--- config.mk ---
export PLATFORM = sky130hd
export DESIGN_NAME = mem_req_arbiter
export DESIGN_NICKNAME = d
export VERILOG_FILES = /design/src/rtl/mem_req_arbiter.sv
export SDC_FILE = /design/constraint.sdc
export NUM_CORES = 1
export LEC_CHECK = 0
export ABC_AREA = 1
export BUFFER_PORTS_ARGS = -buffer_cell sky130_fd_sc_hd__buf_2
export CAP_MARGIN = 20
export CORE_AREA = 2 2 136 138
export CTS_BUF_LIST = sky130_fd_sc_hd__clkbuf_2 sky130_fd_sc_hd__clkbuf_4 sky130_fd_sc_hd__clkbuf_8
export DETAILED_ROUTE_END_ITERATION = 12
export DIE_AREA = 0 0 138 140
export PLACE_DENSITY = 0.63
export SLEW_MARGIN = 10
export SYNTH_ARGS = -nofsm -noshare
export SYNTH_HDL_FRONTEND = slang
export SYNTH_SLANG_ARGS = --single-unit
--- constraint.sdc ---
create_clock -name clk_in -period 6.4 [get_ports clk_in]
set_clock_uncertainty 0.1 [all_clocks]
set_input_delay 1.92 -clock clk_in [delete_from_list [all_inputs] [get_ports clk_in]]
set_output_delay 1.92 -clock clk_in [all_outputs]
set_load 0.05 [all_outputs]
--- src/rtl/mem_req_arbiter.sv ---
// Arbitrates fetch and load/store requests onto a single byte-serial memory controller.
// LS has priority; a starvation counter forces an IF grant after STARVE_LIMIT LS wins.
module mem_req_arbiter #(
  parameter int STARVE_LIMIT = 4,
  parameter int CNT_W        = 3
) (
  input  logic        clk_in,
  input  logic        rst_in,
  input  logic        rdy_in,
  input  logic        clear,
  input  logic        io_buffer_full,
  input  logic        if_req,
  input  logic [31:0] if_addr,
  output logic        if_done,
  output logic [31:0] if_inst,
  output logic        if_is_c,
  input  logic        ls_req,
  input  logic [31:0] ls_addr,
  input  logic [31:0] ls_wdata,
  input  logic [3:0]  ls_type,
  output logic        ls_done,
  output logic [31:0] ls_rdata,
  output logic        mc_if_enable,
  output logic [31:0] mc_inst_addr,
  output logic        mc_ls_enable,
  output logic [31:0] mc_ls_addr,
  output logic [31:0] mc_store_val,
  output logic [3:0]  mc_lsb_type,
  input  logic        mc_if_ready,
  input  logic [31:0] mc_inst,
  input  logic        mc_is_c,
  input  logic        mc_ls_finished,
  input  logic [31:0] mc_load_val,
  output logic        mc_clear,
  output logic [2:0]  state_dbg
);

  // Handshake: a requester raises *_req with stable fields and holds them until it
  // samples *_done high on a rising edge; *_done is a one-cycle pulse and the
  // requester drops *_req on that same edge. Only one transaction is ever in flight.

  typedef enum logic [2:0] {
    IDLE     = 3'd0,
    ISSUE_IF = 3'd1,
    ISSUE_LS = 3'd2,
    BUSY_IF  = 3'd3,
    BUSY_LS  = 3'd4,
    DRAIN    = 3'd5
  } state_t;

  localparam logic [CNT_W-1:0] LIMIT = CNT_W'(STARVE_LIMIT);

  state_t           state_q, state_d;
  logic [CNT_W-1:0] cnt_q, cnt_d;
  logic             lat_if, lat_ls;
  logic             flush;
  logic             is_store;

  assign flush     = rdy_in & clear;
  assign is_store  = mc_lsb_type[3];
  assign state_dbg = state_q;

  always_ff @(posedge clk_in or posedge rst_in) begin
    if (rst_in) begin
      state_q <= IDLE;
      cnt_q   <= '0;
    end else if (rdy_in) begin
      state_q <= state_d;
      cnt_q   <= cnt_d;
    end
  end

  always_ff @(posedge clk_in or posedge rst_in) begin
    if (rst_in) begin
      mc_inst_addr <= '0;
      mc_ls_addr   <= '0;
      mc_store_val <= '0;
      mc_lsb_type  <= 4'b0111;
    end else begin
      if (lat_if) mc_inst_addr <= if_addr;
      if (lat_ls) begin
        mc_ls_addr   <= ls_addr;
        mc_store_val <= ls_wdata;
        mc_lsb_type  <= ls_type;
      end
    end
  end

  always_comb begin
    state_d      = state_q;
    cnt_d        = cnt_q;
    lat_if       = 1'b0;
    lat_ls       = 1'b0;
    mc_if_enable = 1'b0;
    mc_ls_enable = 1'b0;
    mc_clear     = 1'b0;
    if_done      = 1'b0;
    ls_done      = 1'b0;
    case (state_q)
      IDLE: begin
        if (flush) begin
          mc_clear = 1'b1;
          cnt_d    = '0;
        end else if (rdy_in && !io_buffer_full) begin
          if (ls_req && !(if_req && cnt_q == LIMIT)) begin
            lat_ls  = 1'b1;
            state_d = ISSUE_LS;
            if (if_req && cnt_q < LIMIT) cnt_d = cnt_q + 1'b1;
          end else if (if_req) begin
            lat_if  = 1'b1;
            state_d = ISSUE_IF;
            cnt_d   = '0;
          end
        end
      end
      ISSUE_IF: begin
        if (flush) begin
          mc_clear = 1'b1;
          cnt_d    = '0;
          state_d  = IDLE;
        end else if (rdy_in) begin
          mc_if_enable = 1'b1;
          state_d      = BUSY_IF;
        end
      end
      ISSUE_LS: begin
        // A store already selected is always issued; a flush then waits for it in DRAIN.
        if (flush && !is_store) begin
          mc_clear = 1'b1;
          cnt_d    = '0;
          state_d  = IDLE;
        end else if (rdy_in) begin
          mc_ls_enable = 1'b1;
          state_d      = flush ? DRAIN : BUSY_LS;
        end
      end
      BUSY_IF: begin
        if (flush) begin
          mc_clear = 1'b1;
          cnt_d    = '0;
          state_d  = IDLE;
        end else begin
          if_done = mc_if_ready;
          if (rdy_in && mc_if_ready) state_d = IDLE;
        end
      end
      BUSY_LS: begin
        if (flush && !is_store) begin
          mc_clear = 1'b1;
          cnt_d    = '0;
          state_d  = IDLE;
        end else begin
          ls_done = mc_ls_finished;
          if (rdy_in && mc_ls_finished) state_d = IDLE;
          else if (flush)               state_d = DRAIN;
        end
      end
      DRAIN: begin
        ls_done = mc_ls_finished;
        if (rdy_in && mc_ls_finished) state_d = IDLE;
      end
      default: state_d = IDLE;
    endcase
  end

  assign if_inst  = if_done ? mc_inst : '0;
  assign if_is_c  = if_done & mc_is_c;
  assign ls_rdata = ls_done ? mc_load_val : '0;

endmodule
### Word-level counts from Yosys, hierarchy flattened

Index checks and enable logic that the tools add are counted.

| storage, ports and cells | value |
|---|---|
| logic and storage cells | 89 |
| bits in writable memories | 0 |
| bits in registers | 106 |
| input port bits | 174 |
| ROM bits | 0 |
| latch bits | 0 |
| output and inout port bits | 173 |
| memories | 0 |

| operators by class | value |
|---|---|
| div/mod/pow operators | 0 |
| add/subtract/negate cells | 1 |
| equal/unequal tests | 17 |
| reduce and logical (&&, ||, !) cells | 17 |
| shift-type cells | 0 |
| mux-type cells | 45 |
| $mul | 0 |
| magnitude comparators | 1 |
| bitwise logic cells | 2 |

Operator list:

| cell | count |
|---|---|
| 32-bit 2-to-1 mux | 2 |
| 3-bit 2-to-1 mux | 18 |
| 1-bit 2-to-1 mux | 20 |
| 3-bit case mux with 6 select lines | 1 |
| 7-bit AND reduction | 2 |
| 4-bit inequality test, second input constant | 3 |
| 3-bit == test, second input constant | 3 |
| 3-bit inequality test, second input constant | 3 |
| 3-bit case mux with 3 select lines | 1 |
| 1-bit logical AND | 7 |
| 3-bit by 2-bit == test with 1-bit output, second input constant | 2 |
| 2-bit inequality test, second input constant | 3 |
| 2-bit by 1-bit inequality test with 1-bit output, second input constant | 2 |
| 1-bit case mux with 2 select lines | 2 |
| 2-bit OR reduction | 2 |
| 3-bit by 1-bit adder with 3-bit output, second input constant | 1 |
| 3-bit by 1-bit == test with 1-bit output, second input constant | 1 |
| 1-bit logical NOT | 3 |
| 3-bit logical NOT | 1 |
| 3-bit < comparator, second input constant | 1 |
| 3-bit nonzero test | 1 |
| 3-bit OR reduction | 1 |
| 1-bit bitwise AND | 2 |
| 2-bit 2-to-1 mux | 1 |

### Logic depth before layout (Yosys ltp)

| logic depth | value |
|---|---|
| word-level depth | 8 |
| depth in mapped cells | 12 |
| depth with buffers taken out | 11 |

### Worst setup path after synthesis

Ideal clock, no wire load.

| timing | value |
|---|---|
| kind | input -> output |
| from | input rdy_in |
| to | output mc_clear |
| path buffers | 1 |
| cell stages on the path | 5 |
| arrival time | 3510 ps |
| required time | 4380 ps |
| slack | 870 ps |
| cells stage by stage | clkbuf_2 nand2_1 inv_2 nand2_1 o21ai_0 |

| on the way | value |
|---|---|
| longest elaborated chain between the ends | 4 |
| elaborated cells between the ends (all ways) | 5 |
| classes of those cells | mux: 3; bitwise: 1; reduce/logical: 1 |

RTL lines:

| what | RTL line | source |
|---|---|---|
| start: declaration | 9 | `input logic rdy_in,` |
| 1-bit bitwise AND (*) | 59 | `assign flush = rdy_in & clear;` |
| 1-bit logical AND | 128, 148 |  |
| 1-bit 2-to-1 mux | 128, 148 |  |
| 1-bit case mux with 2 select lines (*) | 99 | `case (state_q)` |
| end: declaration | 34 | `output logic mc_clear,` |

Every way passes the cells marked *; elsewhere a longest branch is shown, timed or not.

### Worst setup path after layout

| timing | value |
|---|---|
| from | input rdy_in |
| to | output ls_rdata[14] |

| on the way | value |
|---|---|
| longest elaborated chain between the ends | 5 |

RTL lines:

| what | RTL line | source |
|---|---|---|
| 1-bit bitwise AND | 59 |  |
| 1-bit logical AND | 148 | `if (flush && !is_store) begin` |
| 1-bit 2-to-1 mux | 148 |  |
| 1-bit case mux with 2 select lines | 99 |  |
| 32-bit 2-to-1 mux | 168 | `assign ls_rdata = ls_done ? mc_load_val : '0;` |
| end: declaration | 22 | `output logic [31:0] ls_rdata,` |

Every way passes these cells.

==> metrics.yaml <==
slowest_delay_ps: 530
finalHoldViolations: 0
first_iter_violations: 183
hp-start: "mc_lsb_type[0]"
hold_depth: 2
reg2reg_depth: 7
setup_ws_ps: 828
outcome: "complete, no violations"
fin_crit_sh_pct: 87.1
drt_wl_total_mm: 15.4
fp-row-count: 49
core_sq_um: 17800
clkSlewWorstSetupHoldPaths_ps: 110
crit_required_ps: 4380
grt_max_degree: 87
crit_top_cell: "buf_2"
fp.dieH_um: 140
post_cts_resized: 0
yosysSeqAreaShare_pct: 51.8
max_freq_ghz: 0.179
setup_viol: 0
arrival_ps: 3550
holdPathEnd: "mc_lsb_type[0]"
die_area_sq_um: 19300
overflow: 0
initial_core_util_pct: 28.8
cp-start-kind: "input pin"
clk_latency_ps: 380
critPathKind: "input pin to output pin"
rsz0062_at_grt: "false"
path_max_fanout: 18
synth_fp_nets: 866
leakagePower_nw: 4.80
post-place-ws_ps: 679
top_layer: "met4"
n_fill_cell: 1872
worst_r2r_endpoint: "mc_ls_addr[6]"
total_power_mw: 3.40
seqCellArea_sq_um: 2660
grt_pass1_wl_mm: 25.4
num_vias: 5234
drive_above_1_share_pct: 36.8
syn_inst: 690
nNetsFinal: 1198
end_kind: "output pin"
grt_pass1_vias: 5106
slew_viol_final: 0
cts_hold_buf: 0
tns_ps: 0
wl_met3_mm: 1.19
die_w_um: 138
port_buffers: 346
regToRegStartpoint: "state_dbg[2]"
syn_area_per_cell_sq_um: 7.43
period_minus_slack_ps: 5570
cts_buffers: 9
dpl_cell_area_sq_um: 7010
hold_ws_ps: 387
wl_met1_mm: 5.80
ir_worst_vdd_uv: 292
slew_headroom_pct: 38.7
drtPass1Iterations: 5
ys_warn_count: 0
cp_slowest_cell: "o21ai_2"
hpwl_mm: 12.1
route.met2.wl_mm: 8.03
via_per_inst: 4.16
final_antenna_net_count: 0
ff2ff_setup_slack_ps: 3720
fin_area_sq_um: 7240
cellPowerDensity_nw_per_um2: 470
root_buffer: "clkbuf_8"
cts_sinks: 106
synth_seq_cells: 106
crit_chain: "buf_2, nand2_1, inv_2, a21oi_1, o21ai_2, buf_6, nor2_1, buf_2"
cap_violations: 0
grt_antenna_before_repair: 2
h-tree-depth: 3
multiInputGateArea_sq_um: 1610
cts_setup_buffers: 0
worst_slew_pin_slew_ps: 919
drc: 0
yosys.cell_types.count: 22
wire_per_inst_um: 12.3
holdCritPathClass: "register to register"
io_pins: 347
grt_usage_pct: 16.1
clockBufferDepth: 2
netlist_area_sq_um: 5120
cts_tree: "built"
area_delta_synth_final_pct: 41.2
gp_congestion: 0.949
layout make-up:
class	count	share of cell area (%)
inverter	186	9.70
multi-input combinational	368	22.2
timing repair buffer	351	24.7
clock inverter	7	1.02
sequential	106	36.7
tap	229	3.96
clock buffer	9	1.71
antenna	1	0.0346
report_power, final:
group          leakage [nW]  switching (mW)  internal (mW)
clock network         0.100           0.238          0.184
logic                  3.34            1.48          0.407
registers              1.36           0.157          0.934
total                  4.80            1.88           1.52
worst max-delay path by stage:
stage	start	to	slack (ps)
after floorplan	rdy_in	mc_clear	870
after global placement	rdy_in	ls_done	800
after detailed placement	rdy_in	ls_rdata[9]	680
after CTS	rdy_in	ls_rdata[9]	670
after global routing	rdy_in	ls_rdata[3]	680
final	rdy_in	ls_rdata[14]	830
flip-flops by register name, summed over array words and instances (netlist names):
register	flops
cnt_q	3
mc_inst_addr	32
mc_ls_addr	32
mc_lsb_type	4
mc_store_val	32
state_dbg	3
logic make-up after synthesis:
logic type | count (synthesis) | share of synthesized area, %
DFF | 106 | 51.8
and+or+nand+nor | 258 | 20.0
buffers and inverters | 216 | 17.0
AOI/OAI and AO/OA | 107 | 10.4
xor gates and xnor gates | 1 | 0.171
adders and majority gates | 2 | 0.488
critical path, delay by kind of cell:
kind | cells | cell delay, ps
simple gates | 2 | 240
compound gates | 2 | 640
buf+inv | 4 | 750
metrics by stage:
step / instances / util, %
3_3_place_gp: 1238 / 39.4
2_1_floorplan: 690 / -
5_1_grt: 1257 / 40.7
3_5_place_dp: 1238 / 39.4
4_1_cts: 1254 / 40.5
6_report: 1257 / 40.7
cell usage after synthesis, drive strengths merged:
library cell / n / area [sq um]
dfrtp: 103 / 2580
inv: 185 / 694
ha: 2 / 25.0
nor3: 3 / 15.0
nand3: 16 / 80.1
o21ai: 104 / 521
xor2: 1 / 8.76
clkbuf: 17 / 65.1
nand2: 149 / 562
dfstp: 3 / 78.8
buf: 13 / 109
clkinv: 1 / 5.00
nor2: 84 / 332
a21oi: 3 / 15.0
nand4: 5 / 31.3
or2: 1 / 6.26
cell usage in the layout (no fill, tap or decap), types with 2 or more instances in the layout:
master	instances
a21oi_1	3
buf_2	346
buf_4	3
clkbuf_8	9
clkinv_2	3
dfrtp_1	103
dfstp_2	3
ha_1	2
inv_1	183
inv_6	3
nand2_1	148
nand3_1	15
nand4_1	5
nor2_1	83
nor3_1	3
o21ai_0	89
o21ai_1	14
metal layers:
layer | GRT usage [%] | up-vias
li1 | - | 2672
met1 | 17.3 | 2297
met2 | 30.0 | 237
met3 | 4.44 | 28
met4 | 6.23 | 0
met5 | 0 | -
Note: power is estimated with default switching activity, not from simulation.
